File: config.mk
export PLATFORM = sky130hd
export DESIGN_NAME = i2f_pipe
export DESIGN_NICKNAME = d
export VERILOG_FILES = /design/src/rtl/i2f_pkg.sv /design/src/rtl/i2f_lzc.sv /design/src/rtl/i2f_pipe.sv
export SDC_FILE = /design/constraint.sdc
export NUM_CORES = 1
export LEC_CHECK = 0
export ABC_AREA = 1
export BUFFER_PORTS_ARGS = -buffer_cell sky130_fd_sc_hd__buf_2
export CAP_MARGIN = 20
export CORE_ASPECT_RATIO = 0.5
export CORE_UTILIZATION = 45
export CTS_BUF_LIST = sky130_fd_sc_hd__clkbuf_16
export DETAILED_ROUTE_END_ITERATION = 6
export GPL_TIMING_DRIVEN = 0
export PLACE_DENSITY = 0.7
export SKIP_CTS_REPAIR_TIMING = 1
export SYNTH_ARGS = -nofsm -noshare
export SYNTH_HDL_FRONTEND = slang
export SYNTH_SLANG_ARGS = --single-unit
File: constraint.sdc
create_clock -name clk -period 18.9 [get_ports clk]
set_clock_uncertainty 0.15 [all_clocks]
set_input_delay 2.835 -clock clk [delete_from_list [all_inputs] [get_ports clk]]
set_output_delay 2.835 -clock clk [all_outputs]
set_load 0.05 [all_outputs]
File: src/rtl/i2f_pkg.sv
// Shared constants for the integer-to-float converter: rounding-mode
// encodings, fflags bit positions and the canonical quiet-NaN pattern.
package i2f_pkg;

   localparam logic [2:0] RM_RNE = 3'b000;
   localparam logic [2:0] RM_RTZ = 3'b001;
   localparam logic [2:0] RM_RDN = 3'b010;
   localparam logic [2:0] RM_RUP = 3'b011;
   localparam logic [2:0] RM_RMM = 3'b100;

   // Bit positions inside the 5-bit {NV,DZ,OF,UF,NX} flag vector
   localparam int FLAG_NV = 4;
   localparam int FLAG_DZ = 3;
   localparam int FLAG_OF = 2;
   localparam int FLAG_UF = 1;
   localparam int FLAG_NX = 0;

   // Canonical quiet NaN {0, all-ones exponent, 1, zeros}, right-aligned in
   // a 64-bit word so callers can slice it to their own format width.
   function automatic logic [63:0] canon_nan(input int exp_w, input int man_w);
      logic [63:0] r;
      r = ((64'd1 << exp_w) - 64'd1) << man_w;
      r = r | (64'd1 << (man_w - 1));
      return r;
   endfunction

endpackage

File: src/rtl/i2f_lzc.sv
// Combinational leading-zero counter. An all-zero input reports W.
module i2f_lzc #(
   parameter int W = 32
) (
   input  logic [W-1:0]        a,
   output logic [$clog2(W):0]  cnt
);

   localparam int CW = $clog2(W) + 1;

   logic seen;

   // Scan from the MSB down; every position above the first one counts.
   always_comb begin
      seen = 1'b0;
      cnt  = '0;
      for (int i = W - 1; i >= 0; i--) begin
         seen = seen | a[i];
         if (!seen) begin
            cnt = cnt + CW'(1);
         end
      end
   end

endmodule

File: src/rtl/i2f_pipe.sv
// Three-stage integer-to-float converter with valid/ready on both sides.
// S1: sign/magnitude, S2: normalise, S3: round, pack and raise fflags.
module i2f_pipe
   import i2f_pkg::*;
#(
   parameter int INT_W = 32,
   parameter int EXP_W = 8,
   parameter int MAN_W = 23
) (
   input  logic                     clk,
   input  logic                     rst,
   input  logic                     in_valid,
   output logic                     in_ready,
   input  logic [INT_W-1:0]         in_int,
   input  logic                     in_signed,
   input  logic [2:0]               in_rm,
   output logic                     out_valid,
   input  logic                     out_ready,
   output logic [EXP_W+MAN_W:0]     out_fp,
   output logic [4:0]               out_flags
);

   localparam int FP_W = 1 + EXP_W + MAN_W;
   localparam int LZ_W = $clog2(INT_W) + 1;
   // Exponent arithmetic width: holds INT_W-1 + bias + carry without wrap
   localparam int EW   = ((EXP_W > LZ_W) ? EXP_W : LZ_W) + 2;
   // Normalised magnitude padded so guard and sticky always exist
   localparam int GX_W = INT_W + MAN_W + 2;

   localparam logic [EW-1:0]    BIAS    = EW'((1 << (EXP_W - 1)) - 1);
   localparam logic [EW-1:0]    EXP_MAX = EW'((1 << EXP_W) - 1);
   localparam logic [EW-1:0]    TOP_E   = EW'(INT_W - 1);
   localparam logic [INT_W-1:0] ONE_I   = INT_W'(1);
   localparam logic [63:0]      NAN64   = canon_nan(EXP_W, MAN_W);

   logic en;

   // Stage 1 state
   logic             v1_reg;
   logic             sign1_reg;
   logic [INT_W-1:0] mag1_reg;
   logic [2:0]       rm1_reg;
   logic             sign1_next;
   logic [INT_W-1:0] mag1_next;

   // Stage 2 state
   logic             v2_reg;
   logic             sign2_reg;
   logic             zero2_reg;
   logic [INT_W-1:0] norm2_reg;
   logic [EW-1:0]    exp2_reg;
   logic [2:0]       rm2_reg;
   logic [LZ_W-1:0]  lz;
   logic [INT_W-1:0] norm2_next;
   logic [EW-1:0]    exp2_next;

   // Output stage state
   logic             out_valid_reg;
   logic [FP_W-1:0]  out_fp_reg;
   logic [4:0]       out_flags_reg;
   logic [FP_W-1:0]  out_fp_next;
   logic [4:0]       out_flags_next;

   // Rounding datapath
   logic [GX_W-1:0]  ext;
   logic [MAN_W:0]   kept;
   logic             guard;
   logic             sticky;
   logic             round_up;
   logic [MAN_W+1:0] sum;
   logic             carry;
   logic [EW-1:0]    biased;
   logic             ovf;
   logic             to_inf;
   logic             unused_hidden;

   // The whole pipe moves together whenever the output slot can be freed
   assign en        = !out_valid_reg | out_ready;
   assign in_ready  = en;
   assign out_valid = out_valid_reg;
   assign out_fp    = out_fp_reg;
   assign out_flags = out_flags_reg;

   // S1 combinational: sign and magnitude (INT_MIN wraps to 2^(INT_W-1))
   always_comb begin
      sign1_next = in_signed & in_int[INT_W-1];
      mag1_next  = sign1_next ? ((~in_int) + ONE_I) : in_int;
   end

   // S1 register: capture operand sign/magnitude and rounding mode
   always_ff @(posedge clk) begin
      if (rst) begin
         v1_reg <= 1'b0;
      end else if (en) begin
         v1_reg    <= in_valid;
         sign1_reg <= sign1_next;
         mag1_reg  <= mag1_next;
         rm1_reg   <= in_rm;
      end
   end

   i2f_lzc #(.W(INT_W)) u_lzc (
      .a   (mag1_reg),
      .cnt (lz)
   );

   // S2 combinational: left-justify the magnitude and derive its exponent
   always_comb begin
      norm2_next = mag1_reg << lz;
      exp2_next  = TOP_E - EW'(lz);
   end

   // S2 register: normalised significand, unbiased exponent, zero marker
   always_ff @(posedge clk) begin
      if (rst) begin
         v2_reg <= 1'b0;
      end else if (en) begin
         v2_reg    <= v1_reg;
         sign2_reg <= sign1_reg;
         zero2_reg <= (mag1_reg == '0);
         norm2_reg <= norm2_next;
         exp2_reg  <= exp2_next;
         rm2_reg   <= rm1_reg;
      end
   end

   // S3 combinational: round, detect overflow, select special results
   always_comb begin
      ext    = {norm2_reg, {(MAN_W + 2){1'b0}}};
      kept   = ext[GX_W-1 -: MAN_W+1];
      guard  = ext[GX_W-MAN_W-2];
      sticky = |ext[GX_W-MAN_W-3:0];

      unique case (rm2_reg)
         RM_RNE:  round_up = guard & (sticky | kept[0]);
         RM_RTZ:  round_up = 1'b0;
         RM_RDN:  round_up = sign2_reg & (guard | sticky);
         RM_RUP:  round_up = !sign2_reg & (guard | sticky);
         RM_RMM:  round_up = guard;
         default: round_up = 1'b0;
      endcase

      sum           = {1'b0, kept} + {{(MAN_W + 1){1'b0}}, round_up};
      carry         = sum[MAN_W+1];
      unused_hidden = sum[MAN_W];
      biased        = exp2_reg + BIAS + {{(EW - 1){1'b0}}, carry};
      ovf           = (biased >= EXP_MAX);
      to_inf        = (rm2_reg == RM_RNE) || (rm2_reg == RM_RMM) ||
                      ((rm2_reg == RM_RUP) && !sign2_reg) ||
                      ((rm2_reg == RM_RDN) && sign2_reg);

      out_fp_next    = '0;
      out_flags_next = '0;
      if (rm2_reg > RM_RMM) begin
         out_fp_next             = NAN64[FP_W-1:0];
         out_flags_next[FLAG_NV] = 1'b1;
      end else if (zero2_reg) begin
         out_fp_next = '0;
      end else if (ovf) begin
         if (to_inf) begin
            out_fp_next = {sign2_reg, {EXP_W{1'b1}}, {MAN_W{1'b0}}};
         end else begin
            out_fp_next = {sign2_reg, {(EXP_W - 1){1'b1}}, 1'b0, {MAN_W{1'b1}}};
         end
         out_flags_next[FLAG_OF] = 1'b1;
         out_flags_next[FLAG_NX] = 1'b1;
      end else begin
         out_fp_next             = {sign2_reg, biased[EXP_W-1:0], sum[MAN_W-1:0]};
         out_flags_next[FLAG_NX] = guard | sticky;
      end
   end

   // Output register: holds result stable while the consumer stalls
   always_ff @(posedge clk) begin
      if (rst) begin
         out_valid_reg <= 1'b0;
         out_fp_reg    <= '0;
         out_flags_reg <= '0;
      end else if (en) begin
         out_valid_reg <= v2_reg;
         out_fp_reg    <= out_fp_next;
         out_flags_reg <= out_flags_next;
      end
   end

endmodule

==> run_results.csv, run 1 <==
group,metric,value,unit
power_and_ir_drop,powerDensity,74.1,nW/um^2
global_route,grt_usage,21.6,%
worst_hold_path,min_to,"rm2_reg[1]",
die,die_x,219,um
sta,timing.slew.headroom,64.1,%
finish,nFillCells,2361,
die,die_y,110,um
setup_path,crit_arrival,12.90,ns
power_and_ir_drop,clkPwrFrac,35.3,%
setup_path,critPathLaunchType,"register",
sta,finalHoldViolCount,0,
setup_path,rrSetupSlack,6.04,ns
routing,drt-total-wl,25.0,mm
run_status,status,"finished, final reports clean",
clocking,cts_tree,"done",
synth,ys_types,48,
global_route,antenna_found_initial,0,
setup_path,cpMaxStageDelayCell,"edfxtp_1",
sta,whs,0.268,ns
worst_hold_path,hp-start,"rm1_reg[1]",
sta,rsz0062_at_grt,"false",
global_route,first_global_vias,8910,
synth,ys_seq_area_share,29.7,%
flow_run,drv_cap,0,
routing,drtAntennaViolNets,0,
clocking,cts_inserted_buffers,17,
finish,antennaDiodeCount,0,
routing,drc,0,
place,portBuffers,75,
routing,routedWlPerCell,12.2,um
clocking,clkTransAtPathRegs,0.06,ns
routing,drt-pass1-iter-count,5,
sta,tightest_slew,0.539,ns
finish,drive_above_1_share,12.8,%
synth,synth_top_area_cell,"edfxtp_1",
synth,synth_area_leaders,"edfxtp_1, nand2_1, inv_1",
sta,finalCritPeriodShare,68.0,%
clocking,cts_sinks,117,
synth,synth_enable_flop_cells,79,
place,dp_hpwl,20.4,mm
clocking,clock_path_buffers,2,
synth,ys_ff_latch,117,
synth,synth_area,10600,sq um
synth,synth_top_area_share,22.5,%
finish,area_delta_synth_final,13.1,%
die,dieArea,24100,sq um
power_and_ir_drop,p_seq_share,37.2,%
setup_path,worstPathRequired,18.94,ns
synth,synth_cells,1641,
routing,drt_iter0_markers,627,
setup_path,crit_top_cell,"ha_1",
finish,nets,1813,
setup_path,r2r_cells,79,
global_route,grt_max_degree,36,
sta,setup_viol,0,
routing,avgViaCountPerCell,4.97,
setup_path,critical-path-max-stage-delay,0.53,ns
worst_hold_path,worstHoldPathCells,0,
clocking,cts_root_buffer,"clkbuf_16",
setup_path,r2r_end,"norm2_reg[29]",
die,core-area,22900,sq um
synth,avgSynthCellArea,6.43,sq um
clocking,worstSkewPairLatency,0.43,ns
worst_hold_path,hold_class,"reg -> reg",
clocking,h-tree-depth,4,
die,io_pins,79,
power_and_ir_drop,swShare,34.9,%
setup_path,critPathKind,"reg -> reg",
sta,setup_tns,0,ns
power_and_ir_drop,switchingPower,308,uW
setup_path,r2r-start,"mag1_reg[30]",
place,gp_congestion,0.970,
sta,max_freq,77.8,MHz
setup_path,cp_max_fo,10,
power_and_ir_drop,power.internal,576,uW
sta,period_minus_slack,12.86,ns
global_route,grt_pass1_wl,41.4,mm
synth,synth-main-ff-cell,"edfxtp_1",
synth,ys_warn_count,0,
global_route,grt_overflow_total,0,
power_and_ir_drop,power_frac_comb,27.4,%
die,rows,39,
die,initial_core_util,46.1,%
synth,ys_async_sr_fraction,0,%
routing,vias,10200,
power_and_ir_drop,ir_drop,0.0667,mV
sta,drv_slew,0,
setup_path,crit_start,"mag1_reg[30]",
setup_path,critPathCaptureType,"register",
power_and_ir_drop,leakagePower,0.00631,uW
-- synth_stat cells, types with 14 or more instances --
master	instances
a21oi_1	44
buf_2	16
clkbuf_1	14
dfxtp_1	38
edfxtp_1	79
ha_1	35
inv_1	243
inv_2	19
nand2_1	498
nand3_1	181
nand4_1	26
nor2_1	168
nor3_1	20
o21ai_0	57
o21ai_1	26
xor2_1	24
-- cells by family (layout without fill, tap and decap cells) --
kind of cell	count (synthesis)	in the layout	synth area share [%]
adder cells (fa/ha/maj)	35	35	4.15
buffers and inverters	314	423	12.0
AO/OA/AOI/OAI	161	161	8.35
other	1	2	0.0355
flip-flops	117	117	29.7
AND/OR/NAND/NOR	974	974	42.5
multiplexers	2	2	0.190
XOR/XNOR	37	37	3.07
-- critical path: cells and delay by family, from the launching register on --
family	cells	cell delay (ns)
compound gates	12	2.47
fa+ha+maj	17	4.56
buf+inv	17	1.36
flops	1	0.53
mux	1	0.18
simple gates	32	3.37
-- stage by stage --
| stage | area (sq um) | total power (uW) | setup WS, ns | utilization (%) | cells |
|---|---|---|---|---|---|
| after floorplan | 10600 | 508 | 7.57 | - | 1642 |
| after global placement | 11300 | 570 | 6.22 | 49.4 | 2024 |
| after detailed placement | 11400 | 573 | 6.13 | 49.6 | 2026 |
| after CTS | 11900 | 888 | 6.09 | 52.1 | 2058 |
| after global routing | 11900 | 937 | 4.78 | 52.1 | 2058 |
| final | 11900 | 884 | 6.04 | 52.1 | 2058 |
-- how the worst max path moves through the flow --
stage                     to
2_1_floorplan  norm2_reg[30]
3_3_place_gp   norm2_reg[29]
3_5_place_dp   norm2_reg[29]
4_1_cts        norm2_reg[29]
5_1_grt        norm2_reg[27]
6_report       norm2_reg[29]
-- power by group through the flow --
stage / sequential [uW] / combinational (uW) / clock, uW
floorplan: 346 / 162 / 0
global placement: 335 / 236 / 0
detailed placement: 334 / 240 / 0
CTS: 329 / 241 / 318
global route: 332 / 276 / 329
finish: 329 / 243 / 312
-- cell type report --
| type | count | area (sq um) | share of cell area (%) |
|---|---|---|---|
| clock inverter | 12 | 71.3 | 0.598 |
| tap | 307 | 384 | 3.22 |
| clock buffer | 20 | 500 | 4.19 |
| multi-input combinational | 1211 | 6160 | 51.7 |
| sequential | 117 | 3130 | 26.3 |
| inverter | 272 | 1040 | 8.69 |
| timing repair buffer | 77 | 415 | 3.48 |
| buffer | 42 | 226 | 1.90 |
-- cells in the final DEF (no fill, tap or decap), types with 20 or more instances in the layout --
cell type  synthesis  routed
o21ai_0           57      57
edfxtp_1          79      79
nand4_1           26      26
ha_1              35      35
nor3_1            20      20
o21ai_1           26      26
xor2_1            24      24
inv_2             19      20
buf_2             16      91
clkbuf_16          0      20
a21oi_1           44      44
inv_1            243     245
nand3_1          181     181
nor2_1           168     167
nand2_1          498     498
dfxtp_1           38      38
-- layer usage --
| metal | part of all wire, % | vias to the layer above | GRT usage (%) |
|---|---|---|---|
| li1 | - | 5459 | - |
| met1 | 52 | 4526 | 30.6 |
| met2 | 41 | 213 | 33.5 |
| met4 | 1.3 | 0 | 5.74 |
| met5 | 0 | - | 0 |
| met3 | 5.4 | 30 | 4.20 |
No activity file was read; power rests on OpenSTA's default activity.
==> run 2, diff against run 1 <==
- ABC_AREA: 1 -> 0
- PLACE_DENSITY: 0.7 -> 0.72
- clock period: 18.9 -> 10.4 ns (I/O delays scaled with it)
==> run_results.csv, run 2 <==
group,metric,value,unit
setup_path,critPathCaptureType,"register",
global_route,grt_pass1_wl,47.0,mm
finish,area_delta_synth_final,26.2,%
sta,layout_setup_ws,-3.78,ns
die,initial_core_util,46.4,%
synth,synth_top_area_share,22.1,%
routing,drt_iter0_markers,930,
sta,finalHoldViolCount,0,
run_status,violations,"design-rule violations, negative setup slack",
setup_path,critical-path-max-stage-delay,0.34,ns
global_route,grt_max_degree,35,
clocking,worstSkewPairLatency,0.46,ns
synth,ys_warn_count,0,
sta,max_freq,70.5,MHz
power_and_ir_drop,power.internal,1100,uW
finish,antennaDiodeCount,0,
finish,final_common_cell,"nor2_1",
synth,ys_seq_area_share,29.2,%
finish,nets,1504,
synth,synth_commonest_cells,"nor2_1, nand2_1, mux2i_1",
clocking,clock_path_buffers,2,
sta,timing.slew.headroom,31.8,%
clocking,clkTransAtPathRegs,0.07,ns
synth,synth.most_common_cell,"nor2_1",
worst_hold_path,hold_class,"reg -> reg",
run_status,status,"finished with violations",
finish,fin_util,58.6,%
clocking,cts_tree,"done",
global_route,antenna_found_initial,0,
setup_path,critPathKind,"reg -> reg",
routing,drc,7,
sta,tightest_slew,1.02,ns
routing,vias,10200,
setup_path,cpMaxStageDelayCell,"edfxtp_1",
die,rows,39,
die,io_pins,79,
power_and_ir_drop,leakagePower,0.00535,uW
synth,ys_ff_latch,117,
synth,ys_types,94,
routing,drt-pass1-iter-count,7,
setup_path,crit_arrival,14.24,ns
clocking,h-tree-depth,4,
clocking,cts_inserted_buffers,17,
place,portBuffers,75,
power_and_ir_drop,ir_drop,0.131,mV
setup_path,worstPathRequired,10.46,ns
power_and_ir_drop,powerDensity,125,nW/um^2
global_route,grt_usage,24.2,%
global_route,first_global_vias,9289,
synth,avgSynthCellArea,8.37,sq um
flow_run,drv_cap,0,
die,dieArea,24500,sq um
die,core-area,23100,sq um
place,pre_cts_ws,-5.02,ns
sta,period_minus_slack,14.18,ns
place,dpl_cell_area,11700,sq um
routing,drt-total-wl,30.7,mm
routing,routedWlPerCell,17.6,um
clocking,cts_sinks,117,
power_and_ir_drop,clkPwrFrac,34.0,%
setup_path,cp_max_fo,10,
clocking,cts_root_buffer,"clkbuf_16",
power_and_ir_drop,swShare,34.7,%
synth,synth_enable_flop_cells,79,
synth,synth_cells,1280,
power_and_ir_drop,power_frac_comb,31.4,%
setup_path,crit_top_cell,"ha_4",
global_route,grt_overflow_total,0,
die,die_x,220,um
power_and_ir_drop,switchingPower,585,uW
sta,setup_viol,37,
finish,final_cell_mix,"nor2_1, nand2_1, buf_2",
sta,drv_slew,0,
sta,rsz0062_at_grt,"true",
die,die_y,111,um
synth,synth_area_leaders,"edfxtp_1, mux2i_1, nor2_1",
synth,synth-main-ff-cell,"edfxtp_1",
setup_path,critPathLaunchType,"register",
routing,avgViaCountPerCell,5.82,
synth,synth_top_area_cell,"edfxtp_1",
sta,finalCritPeriodShare,136,%
synth,ys_async_sr_fraction,0,%
power_and_ir_drop,p_seq_share,34.6,%
finish,drive_above_1_share,26.8,%
routing,drtAntennaViolNets,0,
place,dp_hpwl,22.9,mm
synth,synth_area,10700,sq um
place,gp_congestion,0.947,
finish,fin_area,13500,sq um
## run 2: cell count changes in the layout (fill, tap and decap cells not counted), sizes merged, moves of 21 or more
cell	before	now
nor3	20	41
xnor2	13	77
buf	105	156
a22oi	0	40
a21oi	44	73
o21ai	83	49
nand3	187	33
xor2	24	45
mux2i	2	84
inv	274	39
nand2	513	127
clkbuf	34	59
## run 2: critical path: cells and delay by family (launching register included)
kind | cells | cell delay, ns
xor+xnor | 4 | 0.84
mux | 10 | 2.23
buf+inv | 4 | 0.55
compound gates | 27 | 4.23
fa+ha+maj | 15 | 3.61
simple gates | 16 | 1.98
flops | 1 | 0.34
## run 2: area by class of cell
cell class              count  area (sq um)
well taps                 307           384
clock buffers              20           500
clock inverters            12          57.6
fillers                  1949          9570
repair buffers            130           905
flip-flops and latches    117          3130
multi-input cells        1063          8000
inverters                  35           140
plain buffers              65           398
## run 2: final timing paths
kind | startpoint | end | slack (ns) | depth (start not counted)
worst max-delay path | mag1_reg[30] | norm2_reg[23] | -3.78 | 76
worst min-delay path | rm1_reg[1] | rm2_reg[1] | 0.27 | 0
worst max register to register | mag1_reg[30] | norm2_reg[23] | -3.78 | 76
worst min register to register | rm1_reg[1] | rm2_reg[1] | 0.27 | 0
## run 2: logic make-up (layout without fill, tap and decap cells)
logic type / Yosys count / in the layout / share of synthesized area [%]
compound gates: 259 / 259 / 16.2
xor+xnor: 127 / 127 / 12.7
fa+ha+maj: 35 / 35 / 4.09
buf+inv: 101 / 262 / 4.23
flops: 117 / 117 / 29.2
mux: 93 / 93 / 8.79
other cells: 1 / 2 / 0.0350
simple gates: 547 / 547 / 24.7
## run 2: power by group through the flow
stage	sequential, uW	clock, uW	combinational, uW
2_1_floorplan	613	0	283
3_3_place_gp	594	0	408
4_1_cts	583	577	422
5_1_grt	589	597	570
3_5_place_dp	593	0	419
6_report	584	574	530
## run 2: metal layers
layer | vias to the layer above | routed length (um) | part of all wire (%) | GRT usage, %
met5 | - | 0 | 0 | 0
met4 | 0 | 680 | 2.2 | 9.15
met3 | 60 | 2230 | 7.2 | 5.08
met2 | 383 | 13500 | 44 | 35.5
met1 | 4813 | 14300 | 47 | 34.4
li1 | 4915 | - | - | -
## run 2: through the flow
| step | instances | power (uW) | setup TNS (ns) | hold slack [ns] |
|---|---|---|---|---|
| finish | 1749 | 1690 | -134.33 | 0.267 |
| floorplan | 1281 | 896 | -101.96 | 0.250 |
| detailed placement | 1665 | 1010 | -176.07 | 0.255 |
| global placement | 1663 | 1000 | -165.15 | 0.260 |
| global route | 1749 | 1760 | -154.29 | 0.277 |
| CTS | 1697 | 1580 | -178.68 | 0.267 |
